<file path="src/rtl/uart_tx_scheduler_if.sv">
// rtl/uart_tx_scheduler_if.sv - requester handshake and serial-line bundle for uart_tx_scheduler
interface uart_tx_scheduler_if;
    logic       req0;
    logic [7:0] data0;
    logic       ack0;
    logic       req1;
    logic [7:0] data1;
    logic       ack1;
    logic       tx;
    logic       busy;
    logic       last_grant;
    logic       frame_done;

    modport master (
        output req0, data0, req1, data1,
        input  ack0, ack1, tx, busy, last_grant, frame_done
    );

    modport slave (
        input  req0, data0, req1, data1,
        output ack0, ack1, tx, busy, last_grant, frame_done
    );
endinterface

</file>
<file path="src/rtl/uart_tx_scheduler.sv">
// rtl/uart_tx_scheduler.sv - round-robin two-requester 8N1 UART transmitter timed by a 16x brclk
module uart_tx_scheduler #(
    parameter int OVERSAMPLE = 16,
    parameter int DATA_BITS  = 8
) (
    input  logic               sysclk,
    input  logic               reset,
    input  logic               brclk,
    uart_tx_scheduler_if.slave bus
);
    typedef enum logic [1:0] {IDLE, START, DATA, STOP} state_t;

    localparam logic [3:0] TICK_LAST = 4'(OVERSAMPLE - 1);
    localparam logic [2:0] BIT_LAST  = 3'(DATA_BITS - 1);

    state_t                 state_q, state_d;
    logic [DATA_BITS-1:0]   shift_q, shift_d;
    logic [3:0]             tick_cnt_q, tick_cnt_d;
    logic [2:0]             bit_cnt_q, bit_cnt_d;
    logic                   tx_q, tx_d;
    logic                   ack0_q, ack0_d;
    logic                   ack1_q, ack1_d;
    logic                   last_grant_q, last_grant_d;
    logic                   frame_done_q, frame_done_d;
    logic                   sync1_q, sync2_q, hist_q;
    logic                   tick;

    assign tick = sync2_q & ~hist_q;

    always_ff @(posedge sysclk) begin
        if (!reset) begin
            state_q      <= IDLE;
            shift_q      <= '0;
            tick_cnt_q   <= '0;
            bit_cnt_q    <= '0;
            tx_q         <= 1'b1;
            ack0_q       <= 1'b0;
            ack1_q       <= 1'b0;
            last_grant_q <= 1'b1;
            frame_done_q <= 1'b0;
            sync1_q      <= 1'b0;
            sync2_q      <= 1'b0;
            hist_q       <= 1'b0;
        end else begin
            state_q      <= state_d;
            shift_q      <= shift_d;
            tick_cnt_q   <= tick_cnt_d;
            bit_cnt_q    <= bit_cnt_d;
            tx_q         <= tx_d;
            ack0_q       <= ack0_d;
            ack1_q       <= ack1_d;
            last_grant_q <= last_grant_d;
            frame_done_q <= frame_done_d;
            sync1_q      <= brclk;
            sync2_q      <= sync1_q;
            hist_q       <= sync2_q;
        end
    end

    always_comb begin
        state_d      = state_q;
        shift_d      = shift_q;
        tick_cnt_d   = tick_cnt_q;
        bit_cnt_d    = bit_cnt_q;
        tx_d         = tx_q;
        ack0_d       = 1'b0;
        ack1_d       = 1'b0;
        last_grant_d = last_grant_q;
        frame_done_d = 1'b0;

        case (state_q)
            IDLE: begin
                tx_d = 1'b1;
                // On contention the requester that did not win last time goes first.
                if (bus.req0 && (!bus.req1 || last_grant_q)) begin
                    state_d      = START;
                    tx_d         = 1'b0;
                    tick_cnt_d   = '0;
                    bit_cnt_d    = '0;
                    shift_d      = bus.data0[DATA_BITS-1:0];
                    ack0_d       = 1'b1;
                    last_grant_d = 1'b0;
                end else if (bus.req1) begin
                    state_d      = START;
                    tx_d         = 1'b0;
                    tick_cnt_d   = '0;
                    bit_cnt_d    = '0;
                    shift_d      = bus.data1[DATA_BITS-1:0];
                    ack1_d       = 1'b1;
                    last_grant_d = 1'b1;
                end
            end
            START: begin
                if (tick) begin
                    if (tick_cnt_q == TICK_LAST) begin
                        state_d    = DATA;
                        tick_cnt_d = '0;
                        bit_cnt_d  = '0;
                        tx_d       = shift_q[0];
                    end else begin
                        tick_cnt_d = tick_cnt_q + 4'd1;
                    end
                end
            end
            DATA: begin
                if (tick) begin
                    if (tick_cnt_q == TICK_LAST) begin
                        tick_cnt_d = '0;
                        if (bit_cnt_q == BIT_LAST) begin
                            state_d = STOP;
                            tx_d    = 1'b1;
                        end else begin
                            // tx is registered, so present the next bit while shifting.
                            shift_d   = shift_q >> 1;
                            bit_cnt_d = bit_cnt_q + 3'd1;
                            tx_d      = shift_q[1];
                        end
                    end else begin
                        tick_cnt_d = tick_cnt_q + 4'd1;
                    end
                end
            end
            STOP: begin
                if (tick) begin
                    if (tick_cnt_q == TICK_LAST) begin
                        state_d      = IDLE;
                        tick_cnt_d   = '0;
                        frame_done_d = 1'b1;
                    end else begin
                        tick_cnt_d = tick_cnt_q + 4'd1;
                    end
                end
            end
            default: begin
                state_d = IDLE;
                tx_d    = 1'b1;
            end
        endcase
    end

    assign bus.ack0       = ack0_q;
    assign bus.ack1       = ack1_q;
    assign bus.tx         = tx_q;
    assign bus.busy       = (state_q != IDLE);
    assign bus.last_grant = last_grant_q;
    assign bus.frame_done = frame_done_q;
endmodule

</file>
<file path="src/flat_wrapper.sv">
// flat-port wrapper written by rule: the top's interface ports become plain ports
module uart_tx_scheduler_flat 
#(
    parameter int OVERSAMPLE = 16,
    parameter int DATA_BITS  = 8
)
  (sysclk, reset, brclk, bus_req0, bus_data0, bus_req1, bus_data1, bus_ack0, bus_ack1, bus_tx, bus_busy, bus_last_grant, bus_frame_done);
  uart_tx_scheduler_if bus_i ();
  input  logic sysclk;
  input  logic reset;
  input  logic brclk;
  input wire logic [$bits(bus_i.req0)-1:0] bus_req0;
  input wire logic [$bits(bus_i.data0)-1:0] bus_data0;
  input wire logic [$bits(bus_i.req1)-1:0] bus_req1;
  input wire logic [$bits(bus_i.data1)-1:0] bus_data1;
  output wire logic [$bits(bus_i.ack0)-1:0] bus_ack0;
  output wire logic [$bits(bus_i.ack1)-1:0] bus_ack1;
  output wire logic [$bits(bus_i.tx)-1:0] bus_tx;
  output wire logic [$bits(bus_i.busy)-1:0] bus_busy;
  output wire logic [$bits(bus_i.last_grant)-1:0] bus_last_grant;
  output wire logic [$bits(bus_i.frame_done)-1:0] bus_frame_done;
  assign bus_i.req0 = bus_req0;
  assign bus_i.data0 = bus_data0;
  assign bus_i.req1 = bus_req1;
  assign bus_i.data1 = bus_data1;
  assign bus_ack0 = bus_i.ack0;
  assign bus_ack1 = bus_i.ack1;
  assign bus_tx = bus_i.tx;
  assign bus_busy = bus_i.busy;
  assign bus_last_grant = bus_i.last_grant;
  assign bus_frame_done = bus_i.frame_done;
  uart_tx_scheduler #(.OVERSAMPLE(OVERSAMPLE), .DATA_BITS(DATA_BITS)) u_core (.sysclk(sysclk), .reset(reset), .brclk(brclk), .bus(bus_i));
endmodule
</file>
<file path="config.mk">
export PLATFORM = sky130hd
export DESIGN_NAME = uart_tx_scheduler_flat
export DESIGN_NICKNAME = d
export VERILOG_FILES = /design/src/rtl/uart_tx_scheduler_if.sv /design/src/rtl/uart_tx_scheduler.sv /design/src/flat_wrapper.sv
export SDC_FILE = /design/constraint.sdc
export NUM_CORES = 1
export LEC_CHECK = 0
export CAP_MARGIN = 15
export CORE_ASPECT_RATIO = 1.75
export CORE_MARGIN = 3
export CORE_UTILIZATION = 44
export DETAILED_ROUTE_END_ITERATION = 8
export PLACE_DENSITY = 0.8
export SKIP_CTS_REPAIR_TIMING = 1
export SYNTH_ARGS = -nofsm -noshare
export SYNTH_HDL_FRONTEND = slang
export SYNTH_SLANG_ARGS = --single-unit
</file>
<file path="constraint.sdc">
create_clock -name sysclk -period 3.87 [get_ports sysclk]
set_clock_uncertainty 0.05 [all_clocks]
set_input_delay 0.774 -clock sysclk [delete_from_list [all_inputs] [get_ports sysclk]]
set_output_delay 0.774 -clock sysclk [all_outputs]
set_load 0.02 [all_outputs]
</file>
==> flow_summary_export.csv <==
group,metric,value,unit
die,num_io_pins,27,
die,die_w,48.0,um
yosys,synth_top_family_by_area,"simple AND/OR/NAND/NOR gates",
layout,final_nets,211,
routing,drt_wl_total,3190,um
timing,worstMarginPinSlew,582,ps
yosys,synthSimpleGateAreaFrac,0.242,
yosys,synth-edff-count,0,
routing,vias_per_cell,5.99,
routing,vias,1239,
power_and_ir_drop,power_frac_comb,0.501,
worst_setup_path,crit_fanout,7,
die,rows,26,
clock_tree,htreeDepth,1,
yosys,ys_dominant_reg_cell,"dfxtp_1",
layout,design_area,1670,um^2
layout,area_delta_synth_final,22.7,%
grt,track_usage,0.185,
power_and_ir_drop,powerDensity,632,nW/um^2
flow_run,drv_cap,0,
worst_setup_path,crit_path_max_incr_delay,600,ps
power_and_ir_drop,p_leak,0.698,nW
timing,tns,0,ps
die,coreArea,2930,um^2
clock_tree,cts_tree,"done",
yosys,synth_xor_area_frac,0.00645,
timing,final.min_clock_period,2640,ps
die,die_h,79.5,um
power_and_ir_drop,vdd_drop_max,401,uV
clock_tree,cts_sinks,25,
worst_setup_path,crit_required,3050,ps
timing,fmax,379,MHz
yosys,yosysWarnings,0,
clock_tree,cts_buffers,3,
yosys,synth_compound_area_frac,0.194,
placement,dpl-instance-area,1620,um^2
yosys,yosysUniqueCellTypes,41,
placement,place_worst_setup_slack,1020,ps
clock_tree,clockRootBuffer,"clkbuf_8",
placement,io_buffers,26,
yosys,syn_inst,156,
timing,period_share,0.682,
outcome,status,"complete, no violations",
timing,setup_violations,0,
layout,fillers,275,
worst_setup_path,startpoint_type,"register",
worst_setup_path,critPathKind,"register to output pin",
layout,post-route-util,0.569,
yosys,async_flop_share,0,
yosys,synthMuxAreaShare,0.0369,
timing,hold_viol,0,
placement,dp.final_hpwl,2520,um
worst_setup_path,path_cells,"inv_1 -> ha_1 -> inv_1 -> clkdlybuf4s50_1",
yosys,synthesis.nets,187,
layout,antenna_cells,0,
yosys,synth-seq-cells,25,
power_and_ir_drop,switching_share,0.393,
layout,drive_gt1_frac,0.0670,
timing,max-slew-margin-rel,0.611,
power_and_ir_drop,internal_power,0.000638,W
yosys,synth_seq_area_share,0.369,
die,die_area,3810,um^2
worst_setup_path,crit_path_end_kind,"output pin",
layout,layout_commonest_cell,"clkdlybuf4s50_1",
worst_setup_path,crit_family,"buffers and inverters",
grt,grt_pass1_wl,5150,um
grt,grt_max_degree,20,
power_and_ir_drop,seq_power_share,0.350,
worst_setup_path,cp_slowest_cell,"clkdlybuf4s50_1",
timing,rsz0062_at_grt,"false",
yosys,avgSynthCellArea,8.70,um^2
routing,drtIter0Drc,72,
worst_setup_path,crit_arrival,1810,ps
routing,final_antenna_net_count,0,
power_and_ir_drop,power_switching,0.000414,W
grt,antenna_found_initial,0,
grt,grt_pass1_vias,1142,
yosys,yosys.area_share.adder,0.0922,
grt,gr-total-overflow,0,
worst_hold_path,hold_path.class,"register to register",
yosys,syn-cell-area,1360,um^2
placement,gp_congestion,0.742,
worst_setup_path,path_buf_inv,3,
clock_tree,cts_buffer_depth,2,
clock_tree,path_clk_slew,90,ps
worst_setup_path,crit_top_cell,"inv_1",
layout,layout_common_cells,"clkdlybuf4s50_1, dfxtp_1, and3_1, inv_1",
timing,slew_violations,0,
die,floorplan.initialDensity,0.464,
clock_tree,clkLatencyLatePin,270,ps
timing,timing.final.ws_setup,1230,ps
routing,wire_per_inst,15.4,um
routing,drcViolationCount,0,
routing,first_pass_iters,7,
power_and_ir_drop,clockPowerShare,0.148,
[per-layer routing]
layer / GRT usage / vias up / wire length [um]
met5: 0 / - / 0
met4: 0.0674 / 0 / 68
met3: 0.0203 / 9 / 160
li1: - / 607 / -
met2: 0.337 / 56 / 1810
met1: 0.202 / 567 / 1150
[sequential cells by signal, summed over array words and instances (netlist names)]
| name | cells |
|---|---|
| u_core.hist_q | 1 |
| u_core.sync1_q | 1 |
| u_core.bus.ack1 | 1 |
| u_core.bit_cnt_q | 3 |
| u_core.tick_cnt_q | 4 |
| u_core.bus.frame_done | 1 |
| u_core.sync2_q | 1 |
| u_core.bus.last_grant | 1 |
| u_core.shift_q | 8 |
| u_core.state_q | 2 |
| u_core.bus.ack0 | 1 |
| u_core.bus.tx | 1 |
[cell families (layout without fill, tap and decap cells)]
family	after synthesis	in the layout
fa+ha+maj	10	10
flops	25	25
compound gates	39	39
mux	5	5
buf+inv	19	42
simple gates	57	57
xor+xnor	1	1
[synthesized netlist by cell type (all sizes together), types with 2 or more instances]
master / count / area, um^2
ha: 10 / 125
o32ai: 7 / 61.3
nand3: 4 / 20.0
nand2b: 2 / 12.5
nor2: 10 / 37.5
or3b: 2 / 20.0
dfxtp: 25 / 500
mux2i: 5 / 50.1
a21oi: 7 / 35.0
inv: 12 / 45.0
a211oi: 7 / 52.6
nor3: 2 / 10.0
a31oi: 2 / 12.5
clkbuf: 5 / 20.0
and3: 13 / 82.6
buf: 2 / 16.3
or3: 3 / 18.8
o21ai: 9 / 45.0
o211ai: 2 / 15.0
nand2: 11 / 48.8
and2: 3 / 18.8
[cell type report]
class                   instances  area (um^2)  area share
clock buffers                   3         41.3      0.0248
clock inverters                 1         7.51     0.00451
inverters                      12         45.0      0.0270
multi-input cells             112          776       0.466
flip-flops and latches         25          500       0.301
well taps                      28         35.0      0.0210
repair buffers                 26          260       0.156
[worst paths after layout]
path | from | endpoint | slack (ps) | cells after the start
max | u_core.state_q[0] | bus_busy | 1230 | 4
min | u_core.sync1_q | u_core.sync2_q | 400 | 1
max reg2reg | u_core.state_q[0] | u_core.shift_q[2] | 1630 | 6
min reg2reg | u_core.sync1_q | u_core.sync2_q | 400 | 1
[power by group through the flow]
stage | registers [W] | logic (W) | clock network [W]
floorplan | 0.000376 | 0.000392 | 0
global placement | 0.000369 | 0.000502 | 0
detailed placement | 0.000374 | 0.000519 | 0
CTS | 0.000368 | 0.000525 | 0.000159
global route | 0.000375 | 0.000585 | 0.000170
finish | 0.000368 | 0.000528 | 0.000156
[through the flow]
stage	hold slack (ps)	power, W	cells
after floorplan	362	0.000768	156
after global placement	378	0.000871	203
after detailed placement	388	0.000892	203
after CTS	413	0.00105	207
after global routing	421	0.00113	207
final	402	0.00105	207
Power figures use the tool's default switching activity.
